File: config.mk
export PLATFORM = sky130hd
export DESIGN_NAME = axi_reg_slice
export DESIGN_NICKNAME = d
export VERILOG_FILES = /design/src/rtl/axi_reg_slice.sv
export SDC_FILE = /design/constraint.sdc
export NUM_CORES = 1
export LEC_CHECK = 0
export ABC_AREA = 1
export BUFFER_PORTS_ARGS = -buffer_cell sky130_fd_sc_hd__clkbuf_2
export CORE_MARGIN = 4
export CORE_UTILIZATION = 50
export CTS_CLUSTER_SIZE = 24
export DETAILED_ROUTE_END_ITERATION = 16
export GPL_TIMING_DRIVEN = 0
export PLACE_DENSITY = 0.75
export SLEW_MARGIN = 20
export SYNTH_ARGS = -nofsm -noshare
export SYNTH_HDL_FRONTEND = slang
export SYNTH_SLANG_ARGS = --single-unit
File: constraint.sdc
create_clock -name clk -period 3.5 [get_ports clk]
set_input_delay 0.35 -clock clk [delete_from_list [all_inputs] [get_ports clk]]
set_output_delay 0.35 -clock clk [all_outputs]
set_load 0.1 [all_outputs]
File: src/rtl/axi_reg_slice.sv
// axi_reg_slice: AXI channel register slice with selectable timing break.
//   MODE 0 = bypass, 1 = forward slice, 2 = backward (skid) slice,
//   3 = full slice (2-entry FIFO). Payload is opaque, DW bits wide.
// Optional feature macro: AXI_RS_FLUSH_EN adds a synchronous flush input
// that drops all held beats and refuses upstream beats while asserted.
//
// Handshake: a beat moves on a side when valid && ready are both high at a
// posedge of clk. A source keeps valid high with stable data until it sees
// ready; ready may depend combinationally on the other side only where noted
// (MODE 0 and the MODE 1 m_ready path), never on valid of the same side.
// occ reports the number of beats held in slice storage, which doubles as the
// externally visible state of the slice.

module axi_reg_slice #(
  parameter int DW   = 64,
  parameter int MODE = 3
) (
  input  logic          clk,
  input  logic          rst_n,
  input  logic [DW-1:0] m_data,
  input  logic          m_valid,
  output logic          m_ready,
  output logic [DW-1:0] s_data,
  output logic          s_valid,
  input  logic          s_ready,
`ifdef AXI_RS_FLUSH_EN
  input  logic          flush,
`endif
  output logic [1:0]    occ
);

  logic flush_i;

`ifdef AXI_RS_FLUSH_EN
  assign flush_i = flush;
`else
  assign flush_i = 1'b0;
`endif

  if (MODE == 0) begin : g_bypass
    // Pure wires; with flush held the channel is closed on both sides so a
    // beat can never be seen downstream without being taken upstream.
    assign s_data  = m_data;
    assign s_valid = m_valid & ~flush_i;
    assign m_ready = s_ready & ~flush_i;
    assign occ     = 2'd0;

  end else if (MODE == 1) begin : g_fwd
    logic          rvalid;
    logic [DW-1:0] rdata;

    assign s_valid = rvalid;
    assign s_data  = rdata;
    assign m_ready = (~rvalid | s_ready) & ~flush_i;
    assign occ     = {1'b0, rvalid};

    // Output register: load on upstream transfer, empty on downstream transfer.
    always_ff @(posedge clk) begin
      if (!rst_n) begin
        rvalid <= 1'b0;
        rdata  <= '0;
      end else if (flush_i) begin
        rvalid <= 1'b0;
      end else if (m_valid && m_ready) begin
        rvalid <= 1'b1;
        rdata  <= m_data;
      end else if (s_ready) begin
        rvalid <= 1'b0;
      end
    end

  end else if (MODE == 2) begin : g_skid
    logic          kvalid;
    logic [DW-1:0] kdata;

    // Ready is the inverse of the skid flop, so upstream never sees s_ready.
    assign m_ready = ~kvalid & ~flush_i;
    assign s_valid = kvalid | (m_valid & ~flush_i);
    assign s_data  = kvalid ? kdata : m_data;
    assign occ     = {1'b0, kvalid};

    // Skid register: catch the beat that arrives while downstream stalls.
    always_ff @(posedge clk) begin
      if (!rst_n) begin
        kvalid <= 1'b0;
        kdata  <= '0;
      end else if (flush_i) begin
        kvalid <= 1'b0;
      end else if (s_ready) begin
        kvalid <= 1'b0;
      end else if (m_valid && m_ready) begin
        kvalid <= 1'b1;
        kdata  <= m_data;
      end
    end

  end else begin : g_full
    logic [DW-1:0] mem [2];
    logic          wr_ptr;
    logic          rd_ptr;
    logic [1:0]    count;
    logic          push;
    logic          pop;

    // Both handshake outputs come straight from the count flops.
    assign s_valid = (count != 2'd0);
    assign m_ready = (count != 2'd2) & ~flush_i;
    assign s_data  = mem[rd_ptr];
    assign occ     = count;
    assign push    = m_valid & m_ready;
    assign pop     = s_valid & s_ready;

    // Two-entry FIFO; 1-bit pointers wrap naturally, count tracks fill level.
    always_ff @(posedge clk) begin
      if (!rst_n) begin
        mem[0] <= '0;
        mem[1] <= '0;
        wr_ptr <= 1'b0;
        rd_ptr <= 1'b0;
        count  <= 2'd0;
      end else if (flush_i) begin
        wr_ptr <= 1'b0;
        rd_ptr <= 1'b0;
        count  <= 2'd0;
      end else begin
        if (push) begin
          mem[wr_ptr] <= m_data;
          wr_ptr      <= ~wr_ptr;
        end
        if (pop) begin
          rd_ptr <= ~rd_ptr;
        end
        case ({push, pop})
          2'b10:   count <= count + 2'd1;
          2'b01:   count <= count - 2'd1;
          default: count <= count;
        endcase
      end
    end
  end

endmodule
==> out/qor.csv <==
stage,metric,value,unit
sta,relSlewSlack,0.6125,
global_route,grt_start_max_net_pins,40,
run_status,status,"finished, final reports clean",
clock_tree,cts_sinks,133,
global_route,grt_antenna_before_repair,0,
sta,final-hold-violation-count,0,
sta,worstMarginPinSlew,0.5813,ns
placement,dp_hpwl,7723,µm
pwr,p_leak,3.305,nW
clock_tree,cts_buffer_depth,2,
yosys,syn_inst,444,
sta,finalSetupTns,0,ns
sta,drv_slew,0,
sta,fin_crit_sh,0.6772,
global_route,grt_pass1_wl,17970,µm
cells_and_area,area_growth,25.22,%
floorplan,rows,38,
yosys,synth-seq-area-share,0.6890,
global_route,grt_pass1_vias,3820,
detailed_routing,drt_iter0_drc,181,
detailed_routing,vias_per_cell,4.816,
yosys,synth_top_area_share,0.6715,
yosys,ys_seq_elements,133,
cells_and_area,drive_gt1_frac,0.4281,
floorplan,core_area,11030,µm²
worst_setup_path,slowest_stage,mux2_2,
cells_and_area,num-fill-cells,849,
worst_setup_path,crit_path_start_kind,flip-flop,
yosys,avgSynthCellArea,12.89,µm²
detailed_routing,drt-met1-wl,4599,µm
detailed_routing,vias,3622,
clock_tree,post_cts_buffers,0,
yosys,async_flop_share,0,
floorplan,die_h,115.0,µm
clock_tree,cts_max_level,4,
worst_setup_path,crit_chain,"buf_2, buf_2, mux2_2, clkbuf_2",
clock_tree,clk_pin_slew,0.06,ns
floorplan,start_util,0.5189,
cells_and_area,nets,668,
cells_and_area,diodes,0,
pwr,vdd_drop_max,588.8,µV
worst_setup_path,crit_top_cell,buf_2,
sta,finalSetupViolCount,0,
global_route,grt_overflow,0,
yosys,synth_area_leaders,"edfxtp_1 (67%), mux2_2 (13%), nor2_1 (8.2%)",
sta,fin_crit,2.370,ns
yosys,synth_nets,513,
yosys,synth_top_area_cell,edfxtp_1,
detailed_routing,dr.pass1.iters,4,
clock_tree,ctsHoldBuffers,0,
clock_tree,cts.root.buffer_cell,clkbuf_16,
global_route,track_usage,0.1803,
yosys,synth_top_flop_cell,edfxtp_1,
detailed_routing,drc,0,
worst_setup_path,required,3.15,ns
worst_setup_path,worstPathArrival,2.02,ns
sta,fin_worst_skew,0.006961,ns
yosys,synth_area,5724,µm²
detailed_routing,wl_met3,569,µm
clock_tree,clock_latency,0.40,ns
yosys,synth_edf_count,128,
sta,rsz0062_at_grt,false,
yosys,ys.warnings.count,0,
worst_setup_path,max_stage_delay,0.39,ns
yosys,synth_cell_types,20,
sta,max_freq,0.4219,GHz
floorplan,ios,136,
placement,place_congestion,0.7069,
pwr,pwr_density_cell,773.3,nW/µm²
worst_hold_path,hp-class,primary input to flip-flop,
floorplan,fp.dieW,115.0,µm
placement,pre_cts_slack,1.137,ns
worst_setup_path,critical_path_class,flip-flop to output pin,
yosys,synth_commonest_cells,"edfxtp_1 (128), nor2_1 (125), inv_1 (69), mux2_2 (64)",
clock_tree,cts_resized,0,
clock_tree,cts_buffers,17,
sta,setup_slack,1.130,ns
worst_setup_path,worstPathMaxFanout,10,
yosys,yosysMostFrequentCell,edfxtp_1,
detailed_routing,post_drt_wl_per_cell,15.20,µm
worst_setup_path,endpoint_kind,output pin,
detailed_routing,wl_met2,6126,µm
detailed_routing,wl,11430,µm
job,drv_cap,0,
worst_setup_path,path_buf_inv,3,
floorplan,die_area,13220,µm²
clock_tree,cts_tree,built,
detailed_routing,drtAntennaViolNets,0,
placement,port_buffers,134,
detailed_routing,top_layer,met4,
worst_setup_path,crit_family,buffers and inverters,
-- placed cells by master, fill, tap and decap left out --
cell type	netlist	routed
nor2_2	10	10
clkbuf_16	0	17
buf_4	2	2
mux2_2	64	64
a21oi_1	1	1
clkinvlp_4	0	4
dfxtp_1	5	5
clkinv_4	0	3
buf_6	6	6
inv_2	1	1
o21ai_0	2	2
buf_12	0	2
bufinv_16	0	1
inv_1	69	69
clkinv_1	0	2
o21a_1	1	1
clkinv_2	0	4
nand3_2	1	1
clkbuf_2	0	134
nand2_1	10	8
nand3_1	2	2
nand2_4	0	2
nand4_1	1	1
nor2_1	125	125
edfxtp_1	128	128
buf_2	10	10
clkbuf_1	4	5
a21boi_4	1	1
ha_1	1	1
-- worst paths after layout --
| check | from | end | slack (ns) | depth (start not counted) |
|---|---|---|---|---|
| setup / recovery | flip-flop | s_data[4] | 1.13 | 4 |
| hold / removal | m_data[11] | g_full.mem[0][11]$_SDFFCE_PN0P_ | 0.25 | 3 |
| setup reg to reg | occ[0]$_SDFFE_PN0P_ | g_full.mem[0][20]$_SDFFCE_PN0P_ | 1.32 | 7 |
| hold reg to reg | g_full.rd_ptr$_SDFFE_PN0P_ | g_full.rd_ptr$_SDFFE_PN0P_ | 0.50 | 2 |
-- cell type report --
| cell class | count | area, µm² | area share |
|---|---|---|---|
| multi-input cells | 219 | 1385 | 0.1932 |
| repair buffers | 136 | 710.7 | 0.09914 |
| clock buffers | 18 | 429.2 | 0.05987 |
| inverters | 70 | 262.8 | 0.03666 |
| flip-flops and latches | 133 | 3944 | 0.5502 |
| clock inverters | 14 | 113.9 | 0.01588 |
| well taps | 140 | 175.2 | 0.02444 |
| plain buffers | 22 | 147.6 | 0.02060 |
-- registers in the layout, summed over array words and instances (netlist names), named ones only --
signal and cells:
g_full.mem 128, g_full.rd_ptr 1, g_full.wr_ptr 1, occ 2
-- worst register-to-register path: stages (launching register included) --
cell and delay (ns):
dfxtp_1 0.40, inv_2 0.10, a21boi_4 0.19, nand3_2 0.11, buf_6 0.18, buf_2 0.22
nand2_4 0.35, buf_12 0.30
-- metal layers --
layer,vias to the layer above,track usage
met2,113,0.3187
met3,13,0.04684
met4,0,0.06886
li1,1776,-
met5,-,0
met1,1720,0.2103
-- metrics by stage --
stage,std cells,util,cell area [µm²],hold slack [ns],power [mW]
finish,752,0.6498,7168,0.2540,5.543
global route,752,0.6498,7168,0.2382,5.742
CTS,752,0.6498,7168,0.2350,5.584
detailed placement,720,0.6006,6625,0.4779,3.978
global placement,718,0.5961,6575,0.4616,3.941
floorplan,444,-,5729,0.4497,3.686
-- logic make-up (layout without fill, tap and decap cells) --
group / after synthesis / after routing / synth area share
AO/OA/AOI/OAI: 5 / 5 / 0.007213
flip-flops: 133 / 133 / 0.6890
AND/OR/NAND/NOR: 149 / 149 / 0.1040
buffers and inverters: 92 / 260 / 0.07169
multiplexers: 64 / 64 / 0.1259
adder cells (fa/ha/maj): 1 / 1 / 0.002185
-- power by group --
part / internal [mW] / total (mW) / leakage (nW) / switching [mW]
Sequential: 1.93 / 1.98 / 1.38 / 0.0487
Combinational: 0.364 / 1.95 / 1.67 / 1.59
Clock: 0.967 / 1.61 / 0.257 / 0.644
No activity file was read; power rests on OpenSTA's default activity.
